[config.mk]
export PLATFORM = sky130hd
export DESIGN_NAME = merge_n_sync
export DESIGN_NICKNAME = d
export VERILOG_FILES = /design/src/rtl/merge_pkg.sv /design/src/rtl/merge_fifo.sv /design/src/rtl/merge_n_sync.sv
export SDC_FILE = /design/constraint.sdc
export NUM_CORES = 1
export LEC_CHECK = 0
export BUFFER_PORTS_ARGS = -buffer_cell sky130_fd_sc_hd__buf_2
export CAP_MARGIN = 5
export CORE_MARGIN = 8
export CORE_UTILIZATION = 45
export CTS_BUF_LIST = sky130_fd_sc_hd__clkbuf_8
export DETAILED_ROUTE_END_ITERATION = 6
export PLACE_DENSITY = 0.83
export RECOVER_POWER = 100
export SYNTH_ARGS = -nofsm -noshare
export SYNTH_HDL_FRONTEND = slang
export SYNTH_SLANG_ARGS = --single-unit
[constraint.sdc]
create_clock -name clk -period 2.8 [get_ports clk]
set_input_delay 0.42 -clock clk [delete_from_list [all_inputs] [get_ports clk]]
set_output_delay 0.42 -clock clk [all_outputs]
set_load 0.01 [all_outputs]
[src/rtl/merge_pkg.sv]
// Shared types for the N-way merge: operating mode and FSM state encodings.
package merge_pkg;

  typedef enum logic {
    MERGE_STEERED = 1'b0,
    MERGE_RR      = 1'b1
  } merge_mode_e;

  typedef enum logic {
    ST_IDLE      = 1'b0,
    ST_WAIT_DATA = 1'b1
  } merge_state_e;

endpackage

[src/rtl/merge_fifo.sv]
// Small output FIFO with registered storage; head is read straight from the entry at rd_ptr.
module merge_fifo #(
  parameter int unsigned W     = 35,
  parameter int unsigned DEPTH = 2
) (
  input  logic         clk,
  input  logic         rst_n,
  input  logic         push,
  input  logic [W-1:0] push_data,
  input  logic         pop,
  output logic         full,
  output logic         empty,
  output logic [W-1:0] head
);

  localparam int unsigned AW = (DEPTH > 1) ? $clog2(DEPTH) : 1;
  localparam int unsigned CW = $clog2(DEPTH) + 1;

  logic [W-1:0]  mem [DEPTH];
  logic [AW-1:0] wr_ptr;
  logic [AW-1:0] rd_ptr;
  logic [CW-1:0] count;
  logic          do_push;
  logic          do_pop;

  assign full    = (count == CW'(DEPTH));
  assign empty   = (count == '0);
  assign do_push = push && !full;
  assign do_pop  = pop && !empty;
  assign head    = mem[rd_ptr];

  // DEPTH is a power of two, so pointers wrap by natural overflow.
  always_ff @(posedge clk or negedge rst_n) begin
    if (!rst_n) begin
      for (int i = 0; i < int'(DEPTH); i++) mem[i] <= '0;
      wr_ptr <= '0;
      rd_ptr <= '0;
      count  <= '0;
    end else begin
      if (do_push) begin
        mem[wr_ptr] <= push_data;
        wr_ptr      <= wr_ptr + AW'(1);
      end
      if (do_pop) rd_ptr <= rd_ptr + AW'(1);
      case ({do_push, do_pop})
        2'b10:   count <= count + CW'(1);
        2'b01:   count <= count - CW'(1);
        default: count <= count;
      endcase
    end
  end

endmodule

[src/rtl/merge_n_sync.sv]
// N-way valid/ready merge: steered by a select channel or round-robin arbitrated,
// feeding a small output FIFO; each token is tagged with its source index.
module merge_n_sync
  import merge_pkg::*;
#(
  parameter int unsigned WIDTH = 33,
  parameter int unsigned N     = 4,
  parameter int unsigned DEPTH = 2,
  localparam int unsigned SEL_W = $clog2(N)
) (
  input  logic               clk,
  input  logic               rst_n,
  input  logic               mode,
  input  logic               sel_valid,
  output logic               sel_ready,
  input  logic [SEL_W-1:0]   sel_data,
  input  logic [N-1:0]       in_valid,
  output logic [N-1:0]       in_ready,
  input  logic [N*WIDTH-1:0] in_data,
  output logic               out_valid,
  input  logic               out_ready,
  output logic [WIDTH-1:0]   out_data,
  output logic [SEL_W-1:0]   out_src,
  output logic               err_sel
);

  localparam int unsigned FW = WIDTH + SEL_W;

  merge_state_e     state_q, state_d;
  merge_mode_e      mode_e;
  logic [SEL_W-1:0] idx_q, idx_d;
  logic [SEL_W-1:0] rr_ptr_q, rr_ptr_d;
  logic             err_d;
  logic             push;
  logic [SEL_W-1:0] push_src;
  logic [WIDTH-1:0] push_word;
  logic             full;
  logic             empty;
  logic [FW-1:0]    head;
  logic [WIDTH-1:0] in_word [N];
  logic             grant_found;
  logic [SEL_W-1:0] grant_idx;
  logic [SEL_W:0]   cand;

  assign mode_e = merge_mode_e'(mode);

  for (genvar g = 0; g < int'(N); g++) begin : g_unpack
    assign in_word[g] = in_data[g*WIDTH +: WIDTH];
  end

  // Round-robin search: first valid input at or after rr_ptr, modulo N.
  always_comb begin
    grant_found = 1'b0;
    grant_idx   = '0;
    cand        = '0;
    for (int unsigned k = 0; k < N; k++) begin
      cand = {1'b0, rr_ptr_q} + (SEL_W+1)'(k);
      if (cand >= (SEL_W+1)'(N)) cand = cand - (SEL_W+1)'(N);
      if (!grant_found && in_valid[cand[SEL_W-1:0]]) begin
        grant_found = 1'b1;
        grant_idx   = cand[SEL_W-1:0];
      end
    end
  end

  // Next-state and handshake outputs; readies are forced low while in reset.
  always_comb begin
    state_d   = state_q;
    idx_d     = idx_q;
    rr_ptr_d  = rr_ptr_q;
    err_d     = 1'b0;
    sel_ready = 1'b0;
    in_ready  = '0;
    push      = 1'b0;
    push_src  = idx_q;
    push_word = in_word[idx_q];
    if (rst_n) begin
      case (state_q)
        ST_IDLE: begin
          if (mode_e == MERGE_STEERED) begin
            sel_ready = 1'b1;
            if (sel_valid) begin
              if ({1'b0, sel_data} < (SEL_W+1)'(N)) begin
                idx_d   = sel_data;
                state_d = ST_WAIT_DATA;
              end else begin
                err_d = 1'b1;
              end
            end
          end else if (!full && grant_found) begin
            in_ready[grant_idx] = 1'b1;
            push      = 1'b1;
            push_src  = grant_idx;
            push_word = in_word[grant_idx];
            rr_ptr_d  = (grant_idx == SEL_W'(N - 1)) ? '0 : grant_idx + SEL_W'(1);
          end
        end
        ST_WAIT_DATA: begin
          if (!full) begin
            in_ready[idx_q] = 1'b1;
            if (in_valid[idx_q]) begin
              push    = 1'b1;
              state_d = ST_IDLE;
            end
          end
        end
        default: state_d = ST_IDLE;
      endcase
    end
  end

  always_ff @(posedge clk or negedge rst_n) begin
    if (!rst_n) begin
      state_q  <= ST_IDLE;
      idx_q    <= '0;
      rr_ptr_q <= '0;
      err_sel  <= 1'b0;
    end else begin
      state_q  <= state_d;
      idx_q    <= idx_d;
      rr_ptr_q <= rr_ptr_d;
      err_sel  <= err_d;
    end
  end

  merge_fifo #(
    .W     (FW),
    .DEPTH (DEPTH)
  ) u_fifo (
    .clk       (clk),
    .rst_n     (rst_n),
    .push      (push),
    .push_data ({push_src, push_word}),
    .pop       (out_ready),
    .full      (full),
    .empty     (empty),
    .head      (head)
  );

  assign out_valid = !empty;
  assign out_src   = head[FW-1 -: SEL_W];
  assign out_data  = head[WIDTH-1:0];

endmodule

# Word level (Yosys, flattened, before mapping)
# Cells that the tools add are included.
# totals
register_bits,79
wordCells,132
input_bits,143
# op_classes
bitwise_logic,6
n_lt_le_gt_ge,17
n_reduce_logical,18
addsub,12
muxes,67
n_eq_ne,4
# op_table
operator,count
two-way mux 33 bit,8
two-way mux 35 bit,4
binary-select mux 33 bit (select 2 bit),2
bitwise mux 70 bit,1
demux 35 bit (select 1 bit),1
two-way mux 2 bit,13
two-way mux 1 bit,23
less-than comparator 2 x 3 -> 1 bit (second input constant),6
two-way mux 4 bit,4
greater-or-equal comparator 3 bit (second input constant),5
binary-select mux 1 bit (select 2 bit),5
subtractor 2 x 1 -> 2 bit (second input constant),5
logical AND 1 bit,9
one-hot mux 4 bit (2 select lines),1
AND reduction 4 bit,2
adder 2 x 2 -> 3 bit (second input constant),2
equality test 2 bit (second input constant),3
inverter 2 -> 3 bit,2
logical NOT 1 bit,5
adder 2 x 1 -> 2 bit (second input constant),2
demux 1 bit (select 2 bit),2
greater-or-equal comparator 2 x 1 -> 1 bit (second input constant),2
greater-or-equal comparator 2 bit (second input constant),2
inverter 1 -> 2 bit,2
10 further kinds,13

# Depth between registers and ports, before layout
# Gate-level depths: netlist of the first run.
# logic_depth
ltp_word,23
mapped_depth,9
mapped_depth_nobuf,7

# Hierarchy
# From an unflattened synthesis of the first run, not the netlist that was laid out.
# hier_totals
hier_cells,541
hier_area_um2,5919.4
# by_module_without_submodules
mod,area_per_inst_um2,seq_area_each_um2,instances,cells_per_inst
merge_fifo,3220.6,1851.8,1,204
merge_n_sync,2698.8,125.1,1,337

# Worst setup path before layout of the first run
# Ideal clock, no wire load.
# synth_path
path_type,register -> output
startpoint,register rr_ptr_q[1]
endpoint,output port in_ready[0]
setup_slack_ns,0.621
arrival_time_ns,1.759
required_ns,2.380
path_stages_with_launch,9
cell_sequence,dfrtp_1 -> nand2b_1 -> a21oi_1 -> clkbuf_1 -> nor3_1 -> inv_1 -> ha_1 -> a21oi_1 -> nor2b_1
# synth_via
elab_chain_cells,22
elab_cells_between_ends,47
# synth_rtl
item,line_no,rtl
from (decl),merge_n_sync.sv:32,"logic [SEL_W-1:0] rr_ptr_q, rr_ptr_d;"
from (signal assigned),merge_n_sync.sv:121,rr_ptr_q <= rr_ptr_d;
branches (longest 18 deep; another with adder 2 x 1 -> 3 bit),-,
two-way mux 4 bit *,merge_n_sync.sv:90,end else if (!full && grant_found) begin
two-way mux 4 bit *,merge_n_sync.sv:80,if (mode_e == MERGE_STEERED) begin
one-hot mux 4 bit (2 select lines) *,merge_n_sync.sv:78,case (state_q)
two-way mux 4 bit *,merge_n_sync.sv:77,if (rst_n) begin
to (decl),merge_n_sync.sv:18,"output logic [N-1:0] in_ready,"
# Mark *: on every way between the ends. The select of a mux whose other input is x is not followed.

# Worst setup path after layout of the first run
# layout_path
startpoint,register idx_q[0]
endpoint,register u_fifo.mem[42] in the netlist's numbering
# layout_via
elab_chain_cells,9
elab_cells_between_ends,16
# layout_rtl
item,line_no,rtl
from (decl),merge_n_sync.sv:31,"logic [SEL_W-1:0] idx_q, idx_d;"
from (signal assigned),merge_n_sync.sv:120,idx_q <= idx_d;
inverter 2 -> 3 bit (not written as such),merge_n_sync.sv:76,push_word = in_word[idx_q];
binary-select mux 33 bit (select 2 bit),merge_n_sync.sv:76,
two-way mux 33 bit (not written as such) (2 in a row),merge_n_sync.sv:76,
two-way mux 33 bit,merge_n_sync.sv:90,
two-way mux 33 bit,merge_n_sync.sv:80,
two-way mux 33 bit,merge_n_sync.sv:78,
two-way mux 33 bit,merge_n_sync.sv:77,
bitwise mux 70 bit,merge_fifo.sv:41,mem[wr_ptr] <= push_data;
"to (signal, indexed assignment)",merge_fifo.sv:41,
to (decl),merge_fifo.sv:19,logic [W-1:0] mem [DEPTH];
# Several ways; a longest one is shown, not always the timed one. The select of a mux whose other input is x is not followed.
# A chain may end at the register's enable or synchronous reset.

==> results of run 1 <==
## routing by layer
layer  up-vias  wire, um  global-route usage [%]
met5         -         0                       0
met4         0       576                    8.91
met3        41      1140                    3.66
met2       227     10100                    37.2
met1      3054      8530                    26.7
li1       2975         -                       -
## flip-flops by register name, summed over array words and instances (netlist names)
signal	flops
idx_q	2
rr_ptr_q	2
state_q	1
u_fifo.count	2
u_fifo.mem	70
u_fifo.rd_ptr	1
u_fifo.wr_ptr	1
## layout make-up
cell class	instances	area (um2)	share of cell area, %
well taps	184	230	3.00
inverters	4	15.0	0.196
clock inverters	7	81.3	1.06
repair buffers	207	1040	13.6
flip-flops and latches	79	1980	25.8
diodes	4	10.0	0.131
clock buffers	9	124	1.62
multi-input cells	548	4190	54.6
## worst reg2reg max path: stages, from the launching register on
cell and delay (ns):
dfrtp_2 0.42, mux4_2 0.35, nand2_1 0.10, a211oi_4 0.78, clkbuf_4 0.54, nor2_1 0.08, a41oi_1 0.20
## cells in the mapped netlist (16+ instances only)
master	instances
nor2_1	107
dfrtp_1	79
o21ai_0	47
clkbuf_1	44
and3_1	39
mux2_2	38
a21boi_0	36
a31oi_1	36
mux4_2	34
a41oi_1	30
and4_1	30
o31a_1	30
nand2_1	23
and2_1	21
buf_2	20
o21ai_1	16
## placed cells by master (no fill, tap or decap), types with 34 or more instances in the layout
cell | netlist | final
a21boi_0 | 36 | 36
a31oi_1 | 36 | 36
mux2_2 | 38 | 35
buf_2 | 20 | 144
clkbuf_1 | 44 | 38
mux4_2 | 34 | 34
and3_1 | 39 | 39
nor2_1 | 107 | 107
o21ai_0 | 47 | 49
dfrtp_1 | 79 | 76
## final timing paths
path                                             from                         end  slack (ns)  cells past startpoint
max in group asynchronous                       rst_n  u_fifo.mem[15]$_DFFE_PN0P_        1.65                      2
max reg2reg                      idx_q[0]$_DFFE_PN0P_  u_fifo.mem[42]$_DFFE_PN0P_        0.22                      6
max                              idx_q[0]$_DFFE_PN0P_  u_fifo.mem[42]$_DFFE_PN0P_        0.22                      6
min                                             rst_n     rr_ptr_q[0]$_DFFE_PN0P_        0.24                      2
min reg2reg                u_fifo.mem[69]$_DFFE_PN0P_  u_fifo.mem[69]$_DFFE_PN0P_        0.49                      2
min in group clk                          sel_data[0]        idx_q[0]$_DFFE_PN0P_        0.30                      2
## cell families after synthesis
kind of cell | count (synthesis) | share of synthesized area, %
simple gates | 239 | 19.7
compound gates | 227 | 24.4
flops | 79 | 30.5
buf+inv | 77 | 5.32
mux | 72 | 18.4
fa+ha+maj | 5 | 0.967
xor+xnor | 4 | 0.541
other cells | 1 | 0.0579
## power breakdown
part / leakage [nW] / switching (mW) / internal, mW
combinational: 2.16 / 2.39 / 2.03
clock: 0.100 / 0.471 / 0.423
sequential: 0.891 / 0.445 / 1.72
==> metrics.txt, run 1 <==
PD cells 975 mW/mm2; die height 136 um; Die W 136 um; synth unique cells 49; period utilization 92.0%; Top delay family on crit path compound AO/OA/AOI/OAI gates; DRC Markers 0; final RePlAce weighted congestion 0.844; top-area cell type share of the netlist area 30.5%; worst path cell trace mux4_2, nand2_1, a211oi_4, clkbuf_4, nor2_1, a41oi_1; layout overhead on the synthesized area 18.5%; leading area contributor after synthesis dfrtp_1; post-synth net total 852; async set-reset flop share out of synthesis 100%; CP startpoint kind register; Synth warnings 0; DR vias 6297; synthesized cell area 0.00647 mm2; Filler cells 1345; fin area 0.00767 mm2; Worst setup EP type register; Sink Count 79; vias in the first global route 6449; GRT Resource Usage Total 21.8%; number of H-tree levels 3; slowest CP cell a211oi_4; largest net degree at the start of global routing 73; Final Total Pwr 7.48 mW; Pleak 3.15 nW; register area share after synthesis 30.5%; fin util 53.6%; Clock Pin Slew Worst Setup and Hold Paths 0.09 ns; Setup WS post-layout 0.223 ns; status completed; maximum VDD drop 0.000711 V; hold-fix buffers at CTS 0; Final Hold Vio Count 0; Max Root-Sink Buffers 2; Post-synth EDFFs 0; Hold WC Path Type in -> async; cells after synthesis 704; TritonCTS clock tree built; Die ar. 0.0185 mm2; CTS root buffer clkbuf_8; Routed WL 20.4 mm; Port Buffers 183; fraction of layout cells with a size suffix above 1 32.4%; most area-consuming cells after synthesis dfrtp_1 (31%), mux4_2 (12%), mux2_2 (6.6%); Setup Skew 0.0103 ns; Arr. time, crit path 2.84 ns; post-route ant nets 0; non-filler cells, final 1042; row count 44; fmax 388 MHz; HPWL Detailed 14.3 mm; initial core utilization 45.2%; setup violators final 0; slowest stage delay, CP 0.78 ns; required time worst endpoint 3.06 ns; Synth Flop Type dfrtp_1; Skew-Pair Late Insertion Delay 0.36 ns; pins over their slew limit 0; WHS 0.239 ns; Tmin final 2.58 ns; Rel. slew slack 27.2%; Slew @ Worst Pin 1.09 ns; max-cap violations 0; WP buf/inv 1; DP Cell Count 1022; pre-CTS setup slack 0.165 ns; Num CTS Buffers 9; kind of critical path reg -> reg; 1st-iter DRT viols 480; Vias/cell 6.04; Core Region 0.0143 mm2; sum of negative setup slack 0 ns; post-placement cell area 0.00753 mm2; initial antenna violation count 4; Worst Path Max Fanout 31; First-pass DRT Iterations 4; global-route wire length before repair 32.3 mm; syn_area_per_cell 9.19 um2; Setup Buffers After CTS 0; quantity of gates resized following cts 0; Synth Register Bits 79; DR WL/cell 19.5 um; # nets final 997; # IOs 185; RSZ-0062 raised after global routing no; total gr overflow 0
(Power assumes the default switching activity.)
==> run 2: changes to the inputs <==
--- a/config.mk
+++ b/config.mk
@@ -11,7 +11,7 @@
 export CORE_UTILIZATION = 45
 export CTS_BUF_LIST = sky130_fd_sc_hd__clkbuf_8
 export DETAILED_ROUTE_END_ITERATION = 6
-export PLACE_DENSITY = 0.83
+export PLACE_DENSITY = 0.76
 export RECOVER_POWER = 100
 export SYNTH_ARGS = -nofsm -noshare
 export SYNTH_HDL_FRONTEND = slang
==> run 2 against run 1 <==
Die area unchanged. Count of clock-buffer cells in the layout stayed put. Clock skew is 0.0023 ns higher. Fmax is 2.1% lower. Combinational power up 2%. Sequential share of layout area shrank 0.13 points. Total power up 2.5%. Register-to-register slack improved by 0.07 ns. Via count up 0.89%. Hold slack better by 0.050 ns. Routed wire length is 3.1% higher. Final cell count decreased by 0.48%.
==> metrics.txt, run 2 (synthesis gave the netlist of run 1 again) <==
WP buf/inv 2 (+1); worst flop-to-flop path endpoint u_fifo.mem[16]$_DFFE_PN0P_; worst path cell trace buf_12, mux2_1, buf_2; pins over their slew limit 0 (unchanged); sequential cell area 0.00198 mm2 (about the same); Port Buffers 183 (unchanged); Vias/cell 6.13 (+1.4%); GRT Resource Usage Total 22.3% (+0.57 points); Max Root-Sink Buffers 2 (unchanged); PD cells 995 mW/mm2 (+2.1%); DP Cell Count 1019 (-0.29%); Arr. time, crit path 2.21 ns (-0.63 ns); period utilization 94.0% (+1.9 points); TritonCTS clock tree built; Hold Crit Endpoint idx_q[1]$_DFFE_PN0P_; total gr overflow 0 (unchanged); fraction of layout cells with a size suffix above 1 32.6% (+0.19 points); Clock Pin Slew Worst Setup and Hold Paths 0.08 ns (about the same); Die W 136 um (unchanged); Hold Path Origin sel_data[1]; CTS root buffer clkbuf_8; slowest stage delay, CP 1.03 ns (+0.25 ns); area of the multi-input gates 0.00418 mm2 (about the same); most common cell after layout, fill and taps aside buf_2; max-cap violations 0 (unchanged); Most flops, register u_fifo.mem; DRC Markers 0 (unchanged); Top delay family on crit path flip-flops; Skew-Pair Late Insertion Delay 0.37 ns (about the same); Num CTS Buffers 9 (unchanged); required time worst endpoint 2.38 ns (-0.68 ns); DR WL/cell 20.3 um (+3.6%); 1st-iter DRT viols 502 (+4.6%); Sink Count 79 (unchanged); initial antenna violation count 1 (-3); RSZ-0062 raised after global routing no; Tmin final 2.63 ns (+0.0542 ns); Core Region 0.0143 mm2 (unchanged); die height 136 um (unchanged); sum of negative setup slack 0 ns (unchanged); number of H-tree levels 3 (unchanged); Worst Path Max Fanout 19 (-39%); Slew @ Worst Pin 1.30 ns (+0.209 ns); Setup WS post-layout 0.169 ns (-0.0542 ns); Final Hold Vio Count 0 (unchanged); path depth of the worst reg2reg path 6 (unchanged); final RePlAce weighted congestion 0.861 (+2.0%); global-route wire length before repair 33.1 mm (+2.3%); Rel. slew slack 13.3% (-14 points); CP startpoint kind register; fmax 380 MHz (-2.1%); max reg flops 70 (unchanged); most frequent cells in the layout buf_2 (151), nor2_1 (107), dfrtp_1 (77); Pleak 3.19 nW (+1.2%); hold path depth 2; fin area 0.00770 mm2 (+0.46%); Setup Skew 0.0125 ns (+0.00229 ns); largest net degree at the start of global routing 73 (unchanged); Routed WL 21.0 mm (+3.1%); layout overhead on the synthesized area 19.0%; reg2reg start idx_q[0]$_DFFE_PN0P_; status completed; vias in the first global route 6436 (-0.20%); Hold WC Path Type in -> reg; Worst setup EP type output port; maximum VDD drop 0.000819 V (+15%); # IOs 185 (unchanged); r2r setup slk 0.29 ns (+0.07 ns); kind of critical path reg -> out; HPWL Detailed 14.3 mm (+0.56%); post-route ant nets 0 (unchanged); Final Total Pwr 7.67 mW (+2.5%); initial core utilization 45.2% (unchanged); non-filler cells, final 1037 (-0.48%); Filler cells 1374 (+2.2%); slowest CP cell dfrtp_1; row count 44 (unchanged); Die ar. 0.0185 mm2 (unchanged); # nets final 995 (-0.20%); pre-CTS setup slack 0.285 ns (+0.120 ns); DR vias 6353 (+0.89%); post-placement cell area 0.00751 mm2 (-0.30%); First-pass DRT Iterations 4 (unchanged); setup violators final 0 (unchanged)
[run 2: changes by cell type in the layout (fill, tap and decap cells not counted), sizes merged]
cell | previous run | this run
diode | 4 | 1
clkbuf | 52 | 45
inv | 6 | 7
clkinvlp | 1 | 0
bufinv | 1 | 3
clkinv | 3 | 1
buf | 164 | 168
dlygate4sd3 | 0 | 1
[run 2: power by group]
group / leakage, nW / internal (mW) / switching [mW]
clock: 0.126 / 0.597 / 0.458
sequential: 0.892 / 1.72 / 0.390
combinational: 2.17 / 2.04 / 2.47
[run 2: per-stage QoR]
stage / utilization [%] / hold WS [ns]
final: 53.8 / 0.289
after global routing: 53.8 / 0.267
after CTS: 54.2 / 0.267
after detailed placement: 52.4 / 0.226
after global placement: 52.4 / 0.226
after floorplan: - / 0.124
[run 2: repair_timing]
action | 4_1_cts | 5_1_grt
buffers inserted | 0 | 0
setup endpoints to repair | 0 | 2
hold buffers | 1 | 0
resized for setup | 0 | 2
hold endpoints to repair | 2 | 0
[run 2: final cells by class]
type | instances | area share (%)
multi-input cells | 548 | 54.3
clock inverters | 7 | 1.56
clock buffers | 9 | 1.61
inverters | 4 | 0.195
flip-flops and latches | 79 | 25.7
diodes | 1 | 0.0325
repair buffers | 205 | 13.6
well taps | 184 | 2.99
[run 2: metal layers]
metal / global-route usage (%) / wire length (um) / vias up
met2: 37.2 / 10300 / 241
met5: 0 / 0 / -
met4: 8.11 / 435 / 0
li1: - / - / 2969
met1: 28.2 / 8750 / 3110
met3: 4.32 / 1490 / 33
[run 2: worst max-delay path by stage]
stage | from | end | slack, ns | cells past startpoint
after floorplan | rr_ptr_q[1]$_DFFE_PN0P_ | in_ready[0] | 0.62 | 8
after global placement | in_valid[3] | u_fifo.mem[25]$_DFFE_PN0P_ | 0.38 | 7
after detailed placement | in_valid[3] | u_fifo.mem[4]$_DFFE_PN0P_ | 0.28 | 7
after CTS | rst_n | in_ready[0] | 0.05 | 7
after global routing | rst_n | in_ready[2] | 0.05 | 8
final | u_fifo.rd_ptr$_DFFE_PN0P_ | out_data[21] | 0.17 | 3
